`src/rtl/hazard_controller_pkg.sv`:
```
// Shared encodings and FSM state type for the pipeline hazard controller.
package hazard_pkg;

  localparam logic [1:0] FWD_RF = 2'b00;
  localparam logic [1:0] FWD_W  = 2'b01;
  localparam logic [1:0] FWD_M  = 2'b10;

  localparam logic [1:0] RESULT_LOAD = 2'b01;

  typedef enum logic [1:0] {
    RUN  = 2'd0,
    WAIT = 2'd1,
    ERR  = 2'd2
  } state_t;

endpackage

```
`src/rtl/hazard_controller_if.sv`:
```
// Stage fields in, pipeline controls out; slave side is the controller.
interface hazard_controller_if #(
  parameter int CNT_W = 32
);
  logic [4:0]       Rs1D, Rs2D;
  logic [4:0]       Rs1E, Rs2E, RdE;
  logic [4:0]       RdM, RdW;
  logic             RegWriteM, RegWriteW;
  logic [1:0]       ResultSrcE;
  logic             PCSrcE;
  logic             MemReqM, MemReadyM;
  logic             StallF, StallD, StallE, StallM;
  logic             FlushD, FlushE, FlushW;
  logic [1:0]       ForwardAE, ForwardBE;
  logic             MemErr;
  logic [CNT_W-1:0] StallCount, FlushCount;

  modport master (
    output Rs1D, Rs2D, Rs1E, Rs2E, RdE, RdM, RdW, RegWriteM, RegWriteW,
           ResultSrcE, PCSrcE, MemReqM, MemReadyM,
    input  StallF, StallD, StallE, StallM, FlushD, FlushE, FlushW,
           ForwardAE, ForwardBE, MemErr, StallCount, FlushCount
  );

  modport slave (
    input  Rs1D, Rs2D, Rs1E, Rs2E, RdE, RdM, RdW, RegWriteM, RegWriteW,
           ResultSrcE, PCSrcE, MemReqM, MemReadyM,
    output StallF, StallD, StallE, StallM, FlushD, FlushE, FlushW,
           ForwardAE, ForwardBE, MemErr, StallCount, FlushCount
  );

endinterface

```
`src/rtl/hazard_controller_forward_unit.sv`:
```
// Execute-stage operand bypass selection; Memory-stage producer has priority.
module forward_unit
  import hazard_pkg::*;
(
  input  logic [4:0] i_rs1_e,
  input  logic [4:0] i_rs2_e,
  input  logic [4:0] i_rd_m,
  input  logic [4:0] i_rd_w,
  input  logic       i_reg_write_m,
  input  logic       i_reg_write_w,
  output logic [1:0] o_fwd_a,
  output logic [1:0] o_fwd_b
);

  function automatic logic [1:0] fwd_sel(
    input logic [4:0] rs,
    input logic [4:0] rd_m,
    input logic       we_m,
    input logic [4:0] rd_w,
    input logic       we_w
  );
    if ((rs != '0) && we_m && (rs == rd_m))
      return FWD_M;
    else if ((rs != '0) && we_w && (rs == rd_w))
      return FWD_W;
    else
      return FWD_RF;
  endfunction

  assign o_fwd_a = fwd_sel(i_rs1_e, i_rd_m, i_reg_write_m, i_rd_w, i_reg_write_w);
  assign o_fwd_b = fwd_sel(i_rs2_e, i_rd_m, i_reg_write_m, i_rd_w, i_reg_write_w);

endmodule

```
`src/rtl/hazard_controller.sv`:
```
// Stall/flush/forward control, memory-wait FSM with timeout, saturating perf counters.
module hazard_controller
  import hazard_pkg::*;
#(
  parameter int MEM_TIMEOUT = 16,
  parameter int CNT_W       = 32
) (
  input logic                clk,
  input logic                rst,
  hazard_controller_if.slave hz
);

  localparam int WCW = (MEM_TIMEOUT < 2) ? 1 : $clog2(MEM_TIMEOUT + 1);

  state_t           r_state, w_state_nxt;
  logic [WCW-1:0]   r_wait_cnt, w_wait_nxt;
  logic [CNT_W-1:0] r_stall_cnt, r_flush_cnt;

  logic       w_mem_stall, w_lw_stall;
  logic [1:0] w_fwd_a, w_fwd_b;
  logic       w_stall_f, w_stall_d, w_stall_e, w_stall_m;
  logic       w_flush_d, w_flush_e, w_flush_w, w_mem_err;

  forward_unit u_fwd (
    .i_rs1_e       (hz.Rs1E),
    .i_rs2_e       (hz.Rs2E),
    .i_rd_m        (hz.RdM),
    .i_rd_w        (hz.RdW),
    .i_reg_write_m (hz.RegWriteM),
    .i_reg_write_w (hz.RegWriteW),
    .o_fwd_a       (w_fwd_a),
    .o_fwd_b       (w_fwd_b)
  );

  assign w_mem_stall = hz.MemReqM & ~hz.MemReadyM;
  assign w_lw_stall  = (hz.ResultSrcE == RESULT_LOAD) && (hz.RdE != '0) &&
                       ((hz.Rs1D == hz.RdE) || (hz.Rs2D == hz.RdE)) && !hz.PCSrcE;

  always_comb begin
    w_state_nxt = r_state;
    w_wait_nxt  = r_wait_cnt;
    unique case (r_state)
      RUN: begin
        if (w_mem_stall) begin
          w_wait_nxt  = WCW'(1);
          w_state_nxt = (MEM_TIMEOUT <= 1) ? ERR : WAIT;
        end
      end
      WAIT: begin
        if (!w_mem_stall) begin
          w_wait_nxt  = '0;
          w_state_nxt = RUN;
        end else begin
          w_wait_nxt = r_wait_cnt + WCW'(1);
          if (w_wait_nxt == WCW'(MEM_TIMEOUT))
            w_state_nxt = ERR;
        end
      end
      ERR:     w_state_nxt = ERR;
      default: w_state_nxt = RUN;
    endcase
  end

  // Memory freeze outranks load-use and redirect so those re-evaluate on release.
  always_comb begin
    w_stall_f = 1'b0;
    w_stall_d = 1'b0;
    w_stall_e = 1'b0;
    w_stall_m = 1'b0;
    w_flush_d = 1'b0;
    w_flush_e = 1'b0;
    w_flush_w = 1'b0;
    w_mem_err = 1'b0;
    if (rst) begin
      w_flush_d = 1'b1;
      w_flush_e = 1'b1;
      w_flush_w = 1'b1;
    end else if (r_state == ERR) begin
      w_stall_f = 1'b1;
      w_stall_d = 1'b1;
      w_stall_e = 1'b1;
      w_stall_m = 1'b1;
      w_flush_w = 1'b1;
      w_mem_err = 1'b1;
    end else if (w_mem_stall) begin
      w_stall_f = 1'b1;
      w_stall_d = 1'b1;
      w_stall_e = 1'b1;
      w_stall_m = 1'b1;
      w_flush_w = 1'b1;
    end else begin
      w_stall_f = w_lw_stall;
      w_stall_d = w_lw_stall;
      w_flush_d = hz.PCSrcE;
      w_flush_e = w_lw_stall | hz.PCSrcE;
    end
  end

  always_ff @(posedge clk) begin
    if (rst) begin
      r_state     <= RUN;
      r_wait_cnt  <= '0;
      r_stall_cnt <= '0;
      r_flush_cnt <= '0;
    end else begin
      r_state    <= w_state_nxt;
      r_wait_cnt <= w_wait_nxt;
      if (w_stall_f && (r_stall_cnt != '1))
        r_stall_cnt <= r_stall_cnt + CNT_W'(1);
      if (w_flush_e && (r_flush_cnt != '1))
        r_flush_cnt <= r_flush_cnt + CNT_W'(1);
    end
  end

  assign hz.StallF     = w_stall_f;
  assign hz.StallD     = w_stall_d;
  assign hz.StallE     = w_stall_e;
  assign hz.StallM     = w_stall_m;
  assign hz.FlushD     = w_flush_d;
  assign hz.FlushE     = w_flush_e;
  assign hz.FlushW     = w_flush_w;
  assign hz.MemErr     = w_mem_err;
  assign hz.ForwardAE  = rst ? FWD_RF : w_fwd_a;
  assign hz.ForwardBE  = rst ? FWD_RF : w_fwd_b;
  assign hz.StallCount = r_stall_cnt;
  assign hz.FlushCount = r_flush_cnt;

endmodule

```
`src/flat_wrapper.sv`:
```
// flat-port wrapper written by rule: the top's interface ports become plain ports
module hazard_controller_flat import hazard_pkg::*;
#(
  parameter int MEM_TIMEOUT = 16,
  parameter int CNT_W       = 32
)
  (clk, rst, hz_Rs1D, hz_Rs2D, hz_Rs1E, hz_Rs2E, hz_RdE, hz_RdM, hz_RdW, hz_RegWriteM, hz_RegWriteW, hz_ResultSrcE, hz_PCSrcE, hz_MemReqM, hz_MemReadyM, hz_StallF, hz_StallD, hz_StallE, hz_StallM, hz_FlushD, hz_FlushE, hz_FlushW, hz_ForwardAE, hz_ForwardBE, hz_MemErr, hz_StallCount, hz_FlushCount);
  hazard_controller_if #(.CNT_W(CNT_W)) hz_i ();
  input logic clk;
  input logic rst;
  input wire logic [$bits(hz_i.Rs1D)-1:0] hz_Rs1D;
  input wire logic [$bits(hz_i.Rs2D)-1:0] hz_Rs2D;
  input wire logic [$bits(hz_i.Rs1E)-1:0] hz_Rs1E;
  input wire logic [$bits(hz_i.Rs2E)-1:0] hz_Rs2E;
  input wire logic [$bits(hz_i.RdE)-1:0] hz_RdE;
  input wire logic [$bits(hz_i.RdM)-1:0] hz_RdM;
  input wire logic [$bits(hz_i.RdW)-1:0] hz_RdW;
  input wire logic [$bits(hz_i.RegWriteM)-1:0] hz_RegWriteM;
  input wire logic [$bits(hz_i.RegWriteW)-1:0] hz_RegWriteW;
  input wire logic [$bits(hz_i.ResultSrcE)-1:0] hz_ResultSrcE;
  input wire logic [$bits(hz_i.PCSrcE)-1:0] hz_PCSrcE;
  input wire logic [$bits(hz_i.MemReqM)-1:0] hz_MemReqM;
  input wire logic [$bits(hz_i.MemReadyM)-1:0] hz_MemReadyM;
  output wire logic [$bits(hz_i.StallF)-1:0] hz_StallF;
  output wire logic [$bits(hz_i.StallD)-1:0] hz_StallD;
  output wire logic [$bits(hz_i.StallE)-1:0] hz_StallE;
  output wire logic [$bits(hz_i.StallM)-1:0] hz_StallM;
  output wire logic [$bits(hz_i.FlushD)-1:0] hz_FlushD;
  output wire logic [$bits(hz_i.FlushE)-1:0] hz_FlushE;
  output wire logic [$bits(hz_i.FlushW)-1:0] hz_FlushW;
  output wire logic [$bits(hz_i.ForwardAE)-1:0] hz_ForwardAE;
  output wire logic [$bits(hz_i.ForwardBE)-1:0] hz_ForwardBE;
  output wire logic [$bits(hz_i.MemErr)-1:0] hz_MemErr;
  output wire logic [$bits(hz_i.StallCount)-1:0] hz_StallCount;
  output wire logic [$bits(hz_i.FlushCount)-1:0] hz_FlushCount;
  assign hz_i.Rs1D = hz_Rs1D;
  assign hz_i.Rs2D = hz_Rs2D;
  assign hz_i.Rs1E = hz_Rs1E;
  assign hz_i.Rs2E = hz_Rs2E;
  assign hz_i.RdE = hz_RdE;
  assign hz_i.RdM = hz_RdM;
  assign hz_i.RdW = hz_RdW;
  assign hz_i.RegWriteM = hz_RegWriteM;
  assign hz_i.RegWriteW = hz_RegWriteW;
  assign hz_i.ResultSrcE = hz_ResultSrcE;
  assign hz_i.PCSrcE = hz_PCSrcE;
  assign hz_i.MemReqM = hz_MemReqM;
  assign hz_i.MemReadyM = hz_MemReadyM;
  assign hz_StallF = hz_i.StallF;
  assign hz_StallD = hz_i.StallD;
  assign hz_StallE = hz_i.StallE;
  assign hz_StallM = hz_i.StallM;
  assign hz_FlushD = hz_i.FlushD;
  assign hz_FlushE = hz_i.FlushE;
  assign hz_FlushW = hz_i.FlushW;
  assign hz_ForwardAE = hz_i.ForwardAE;
  assign hz_ForwardBE = hz_i.ForwardBE;
  assign hz_MemErr = hz_i.MemErr;
  assign hz_StallCount = hz_i.StallCount;
  assign hz_FlushCount = hz_i.FlushCount;
  hazard_controller #(.MEM_TIMEOUT(MEM_TIMEOUT), .CNT_W(CNT_W)) u_core (.clk(clk), .rst(rst), .hz(hz_i));
endmodule
```
`config.mk`:
```
export PLATFORM = sky130hd
export DESIGN_NAME = hazard_controller_flat
export DESIGN_NICKNAME = d
export VERILOG_FILES = /design/src/rtl/hazard_controller_pkg.sv /design/src/rtl/hazard_controller_if.sv /design/src/rtl/hazard_controller_forward_unit.sv /design/src/rtl/hazard_controller.sv /design/src/flat_wrapper.sv
export SDC_FILE = /design/constraint.sdc
export NUM_CORES = 1
export LEC_CHECK = 0
export CORE_MARGIN = 8
export CORE_UTILIZATION = 29
export CTS_CLUSTER_DIAMETER = 60
export DETAILED_ROUTE_END_ITERATION = 8
export GPL_TIMING_DRIVEN = 0
export SETUP_SLACK_MARGIN = 0.02
export SLEW_MARGIN = 20
export SYNTH_ARGS = -nofsm -noshare
export SYNTH_HDL_FRONTEND = slang
export SYNTH_HIERARCHICAL = 1
export SYNTH_SLANG_ARGS = --single-unit
export TNS_END_PERCENT = 5
```
`constraint.sdc`:
```
create_clock -name clk -period 2.5 [get_ports clk]
set_input_delay 0.5 -clock clk [delete_from_list [all_inputs] [get_ports clk]]
set_output_delay 0.5 -clock clk [all_outputs]
set_load 0.1 [all_outputs]
```
-- After elaboration in Yosys (flattened, before gate mapping)
Index checks and enable logic that the tools add are counted.
- register bits after elaboration: 71
- input port bits: 44
- output and inout port bits: 76
- logic and storage cells: 74
- $add $sub $neg: 3
- eq/ne operators: 14
- mux-type cells: 28
- bitwise logic cells: 3
- reduce and logical (&&, ||, !) cells: 22
- operators by type and width (kind ; count):
    $add 32x1->32 const B ; 2
    $ne 32x32->1 const B ; 2
    $eq 5x5->1 ; 6
    $mux 1 ; 17
    $reduce_bool 5->1 ; 3
    $mux 2 ; 7
    $logic_and 1x1->1 ; 13
    $mux 5 ; 2
    $pmux 5 s2 ; 1
    $pmux 2 s3 ; 1
    $add 5x1->5 const B ; 1
    $eq 5x5->1 const B ; 1
    $eq 2x1->1 const B ; 2
    $reduce_and 2->1 ; 2
    $ne 3x3->1 const B ; 1
    $eq 2x2->1 const B ; 1
    $logic_not 2->1 ; 1
    $ne 2x1->1 const B ; 1
    $reduce_bool 2->1 ; 1
    $and 1x1->1 ; 1
    $logic_not 1->1 ; 1
    $logic_or 1x1->1 ; 1
    $not 1->1 ; 1
    $or 1x1->1 ; 1

-- Logic depth before layout (Yosys ltp)
- depth after elaboration: 9
- mapped depth: 9
- mapped depth without buffers: 7

-- By module
Netlist, hierarchy kept.
- by module, submodules not included (module ; instances ; cells each ; area an instance (µm²) ; seq. area each (µm²)):
    hazard_controller ; 1 ; 454 ; 3663.5 ; 1421.4
    forward_unit ; 1 ; 36 ; 277.8 ; 0.0

-- Worst setup path after synthesis
No wires, ideal clock.
- path type: in2out
- start point: in hz_MemReadyM
- end point: out hz_StallF
- arrival: 4.134 ns
- data required time: 2.000 ns
- slack: -2.134 ns
- stages: 5
- buffers on the path: 2
- cells stage by stage: nand2b_1 a21oi_1 a31o_2 clkbuf_1 buf_4
- cells in the longest elaborated chain, start to end: 5
- RTL lines (item ; line ; source):
    start: declaration ; flat_wrapper.sv:23 ; input wire logic [$bits(hz_i.MemReadyM)-1:0] hz_MemReadyM;
    $not 1->1 ; hazard_controller.sv:35 ; assign w_mem_stall = hz.MemReqM & ~hz.MemReadyM;
    $and 1x1->1 ; hazard_controller.sv:35 ;
    $mux 1 (3 in a row) ; -- ;
    end: declaration ; flat_wrapper.sv:24 ; output wire logic [$bits(hz_i.StallF)-1:0] hz_StallF;
No other way between the ends.

-- Worst setup path in the final report
- start point: reg u_core.r_stall_cnt[10] (netlist: u_core/hz.StallCount[10])
- end point: reg u_core.r_stall_cnt[11] (netlist: u_core/hz.StallCount[11])
- cells in the longest elaborated chain, start to end: 2
- elaborated cells between the ends (all ways): 3
- those cells by class: add/sub: 1; eq/ne: 1; reduce/logical: 1
- RTL lines (item ; line ; source):
    start: declaration ; hazard_controller.sv:17 ; logic [CNT_W-1:0] r_stall_cnt, r_flush_cnt;
    start signal: assignment ; hazard_controller.sv:109 ; r_stall_cnt <= r_stall_cnt + CNT_W'(1);
    branches (longest 2 deep; another with $add 32x1->32) ; -- ;
Parallel ways; which one is timed is not known.
A chain may end at the register's enable or synchronous reset.

==> flow_summary_export.csv <==
group,metric,value,unit
status,outcome,"finished with violations",
status,violations,"negative setup slack",
detailed_routing,wire_per_inst,16.18,um
sta,worst_pin_slew,1.024,ns
pwr,p_leak,1.978,nW
pwr,seq_power_share,0.400,
floorplan,fp-row-count,42,
pwr,p_int,0.002080,W
detailed_routing,drt-initial-drc-count,297,
floorplan,dieArea,0.01758,sq mm
critical_path,worstSetupEndpointType,"flop",
clocking,hold_buffers,0,
synth,yosysSeqAreaShare,0.3606,
clocking,worstSkewPairLatency,0.33,ns
detailed_routing,vias,4137,
cells_and_area,nets,675,
pwr,power_density,474.5,mW/mm^2
cells_and_area,nFillCells,1334,
sta,setup_tns,-0.1177,ns
floorplan,io-pin-count,120,
placed_design,gp_congestion,0.8347,
synth,yosysWarningCount,6,
clocking,cts_root_buf,"clkbuf_16",
floorplan,die_h,132.6,um
placed_design,hpwl,9783,um
sta,slew-limit-headroom,0.3155,
pwr,pwr-share-clk,0.464,
worst_hold_path,min_path_type,"flop to flop",
global_route,grt_pass1_vias,4189,
cells_and_area,layout_commonest_cell,"clkdlybuf4s50_1",
floorplan,core_area,0.01324,sq mm
worst_hold_path,hold-path-cell-count,1,
global_route,gr-usage-all-layers,0.1453,
critical_path,crit_arrival,2.76,ns
sta,min_period,2.546,ns
sta,setup_viol,3,
worst_hold_path,hold_end,"u_core/hz.StallCount[9]$_SDFFE_PP0P_",
sta,finalHoldViolations,0,
cells_and_area,antennaDiodeCount,0,
cells_and_area,syn_to_final_growth,52.16,%
worst_hold_path,min-delay-start,"u_core/hz.StallCount[9]$_SDFFE_PP0P_",
synth,synth_seq_cells,71,
clocking,cts_inserted_buffers,9,
pwr,comb_power_share,0.136,
detailed_routing,antenna_left,0,
sta,fin_crit_sh,1.018,
detailed_routing,wl_met2,6442,um
job,cap_violations,0,
critical_path,ff2ff_path_depth,8,
detailed_routing,wl_met1,5703,um
detailed_routing,viasPerCell,5.114,
pwr,ir_drop,0.3574,mV
synth,syn_inst,490,
synth,synth.avg_cell_area,8.043,sq um
synth,synthArstFlopShare,0,
placed_design,io_buffer_count,119,
sta,max_freq,392.8,MHz
synth,syn_area,0.003941,sq mm
critical_path,reg2reg_from,"u_core/hz.StallCount[10]$_SDFFE_PP0P_",
floorplan,die_w,132.6,um
placed_design,dpl_cell_area,0.005459,sq mm
clocking,cts_tree,"built",
critical_path,reg2reg_to,"u_core/hz.StallCount[11]$_SDFFE_PP0P_",
cells_and_area,stdcell_area,0.005997,sq mm
synth,yosysUniqueCellTypes,48,
synth,synthFlopType,"dfxtp_1",
sta,fin_ws,-0.04590,ns
cells_and_area,final_core_util,0.4529,
critical_path,cp_max_fo,8,
clocking,htreeDepth,3,
clocking,clkTransAtPathRegs,0.06,ns
sta,slew_violations,0,
detailed_routing,remaining_drc_errors,0,
global_route,overflow,0,
detailed_routing,met3_length,738,um
critical_path,critical_path_class,"flop to flop",
cells_and_area,mostFrequentLayoutCells,"clkdlybuf4s50_1 (70), nor2_1 (65), xnor2_1 (47), dlygate4sd2_1 (37), dfxtp_1 (31)",
sta,fin_skew,0.008721,ns
pwr,p_sw,0.0007657,W
synth,syn_nets,537,
detailed_routing,routed_wl,13090,um
global_route,grt_antenna_before_repair,0,
pwr,p_sw_frac,0.2691,
global_route,grt_pass1_wl,21100,um
critical_path,cp.required,2.72,ns
critical_path,crit_path_start,"u_core/hz.StallCount[10]$_SDFFE_PP0P_",
sta,rsz0062_at_grt,"yes",
clocking,clock_sinks,71,
floorplan,start_util,0.2976,
global_route,grt_max_degree,13,
critical_path,start_kind,"flop",
detailed_routing,top_layer_used,"met4",
detailed_routing,drtPass1Iterations,5,
synth,synth_edf_count,0,
clocking,clock_path_buffers,2,
critical_path,rrSetupSlack,-0.05,ns
cells_and_area,drive_gt1_frac,0.2101,
synth_stat cells (3+ instances only):
library cell | count | area [sq um]
nor3_1 | 16 | 80.08
and3_1 | 5 | 31.28
buf_4 | 4 | 30.03
nor2b_1 | 6 | 37.54
nor3b_1 | 3 | 22.52
xnor2_1 | 47 | 411.6
xor2_1 | 18 | 157.7
and4_1 | 6 | 52.55
clkbuf_1 | 13 | 48.80
o21ai_0 | 11 | 55.05
nor2_1 | 67 | 251.5
nand3_1 | 29 | 145.1
nor4_1 | 17 | 106.4
inv_1 | 14 | 52.55
and2_1 | 5 | 31.28
or2_2 | 4 | 25.02
nand2_1 | 32 | 120.1
or3_1 | 12 | 75.07
a21oi_1 | 29 | 145.1
nand4_1 | 21 | 131.4
mux2i_1 | 5 | 50.05
dfxtp_1 | 71 | 1421
ha_1 | 3 | 37.54
nand2b_1 | 3 | 18.77
o31ai_1 | 7 | 52.55
or4_1 | 9 | 67.56
critical path: stages (launching register included):
cell and delay [ns]:
dfxtp_4 0.35, nand4_1 0.19, or3_4 0.39, or3_4 0.41
or4_4 0.47, nand3_4 0.12, buf_8 0.14, nor3_1 0.06
mux2_1 0.30
layer usage:
metal | vias up | global-route usage
met1 | 1987 | 0.1725
met4 | 0 | 0.05174
met3 | 16 | 0.03520
met5 | - | 0
li1 | 2023 | -
met2 | 111 | 0.2491
cell families after synthesis:
family | share of synthesized area
AOI/OAI and AO/OA | 0.09905
xor gates and xnor gates | 0.1444
adders and majority gates | 0.009525
buffers and inverters | 0.04064
DFF | 0.3606
muxes | 0.01841
and+or+nand+nor | 0.3273
power groups by stage:
stage	combinational (W)	clock (W)	sequential, W
after global routing	0.000412	0.00140	0.00114
after floorplan	0.000181	0	0.00121
after detailed placement	0.000391	0	0.00117
after CTS	0.000382	0.00135	0.00114
final	0.000387	0.00132	0.00114
after global placement	0.000384	0	0.00117
what timing repair did:
item | 4_1_cts | 5_1_grt
pin swaps | 20 | 8
gates resized for setup | 139 | 37
setup endpoints to repair | 80 | 73
setup buffers | 4 | 4
sequential cells by signal (all words and copies together) (netlist names):
signal and cells:
u_core/hz.StallCount 32, u_core/r_state 2, u_core/hz.FlushCount 32, u_core/r_wait_cnt 5
layout make-up:
type	count	area (sq um)	area share
clock inverter	5	55.05	0.009180
inverter	14	52.55	0.008763
buffer	22	163.9	0.02733
timing repair buffer	127	1224	0.2040
clock buffer	11	252.7	0.04214
multi-input combinational	383	2517	0.4198
tap	176	220.2	0.03672
sequential	71	1511	0.2520
stage by stage:
step / setup WS [ns] / hold slack, ns / power (W) / cells
floorplan: -0.4581 / 0.4828 / 0.001396 / 490
global placement: -1.307 / 0.4463 / 0.001553 / 785
detailed placement: -1.334 / 0.4540 / 0.001560 / 785
CTS: -0.07549 / 0.4646 / 0.002870 / 805
global route: -0.1288 / 0.4824 / 0.002953 / 809
finish: -0.04590 / 0.4593 / 0.002846 / 809
worst max-delay path by stage:
stage	end	slack (ns)	depth (start not counted)
detailed placement	hz_StallF	-1.33	8
global route	u_core/hz.StallCount[3]$_SDFFE_PP0P_	-0.13	9
floorplan	hz_ForwardBE[1]	-0.46	4
finish	u_core/hz.StallCount[11]$_SDFFE_PP0P_	-0.05	8
global placement	hz_StallF	-1.31	8
CTS	u_core/hz.StallCount[11]$_SDFFE_PP0P_	-0.08	8
(Power assumes the default switching activity.)
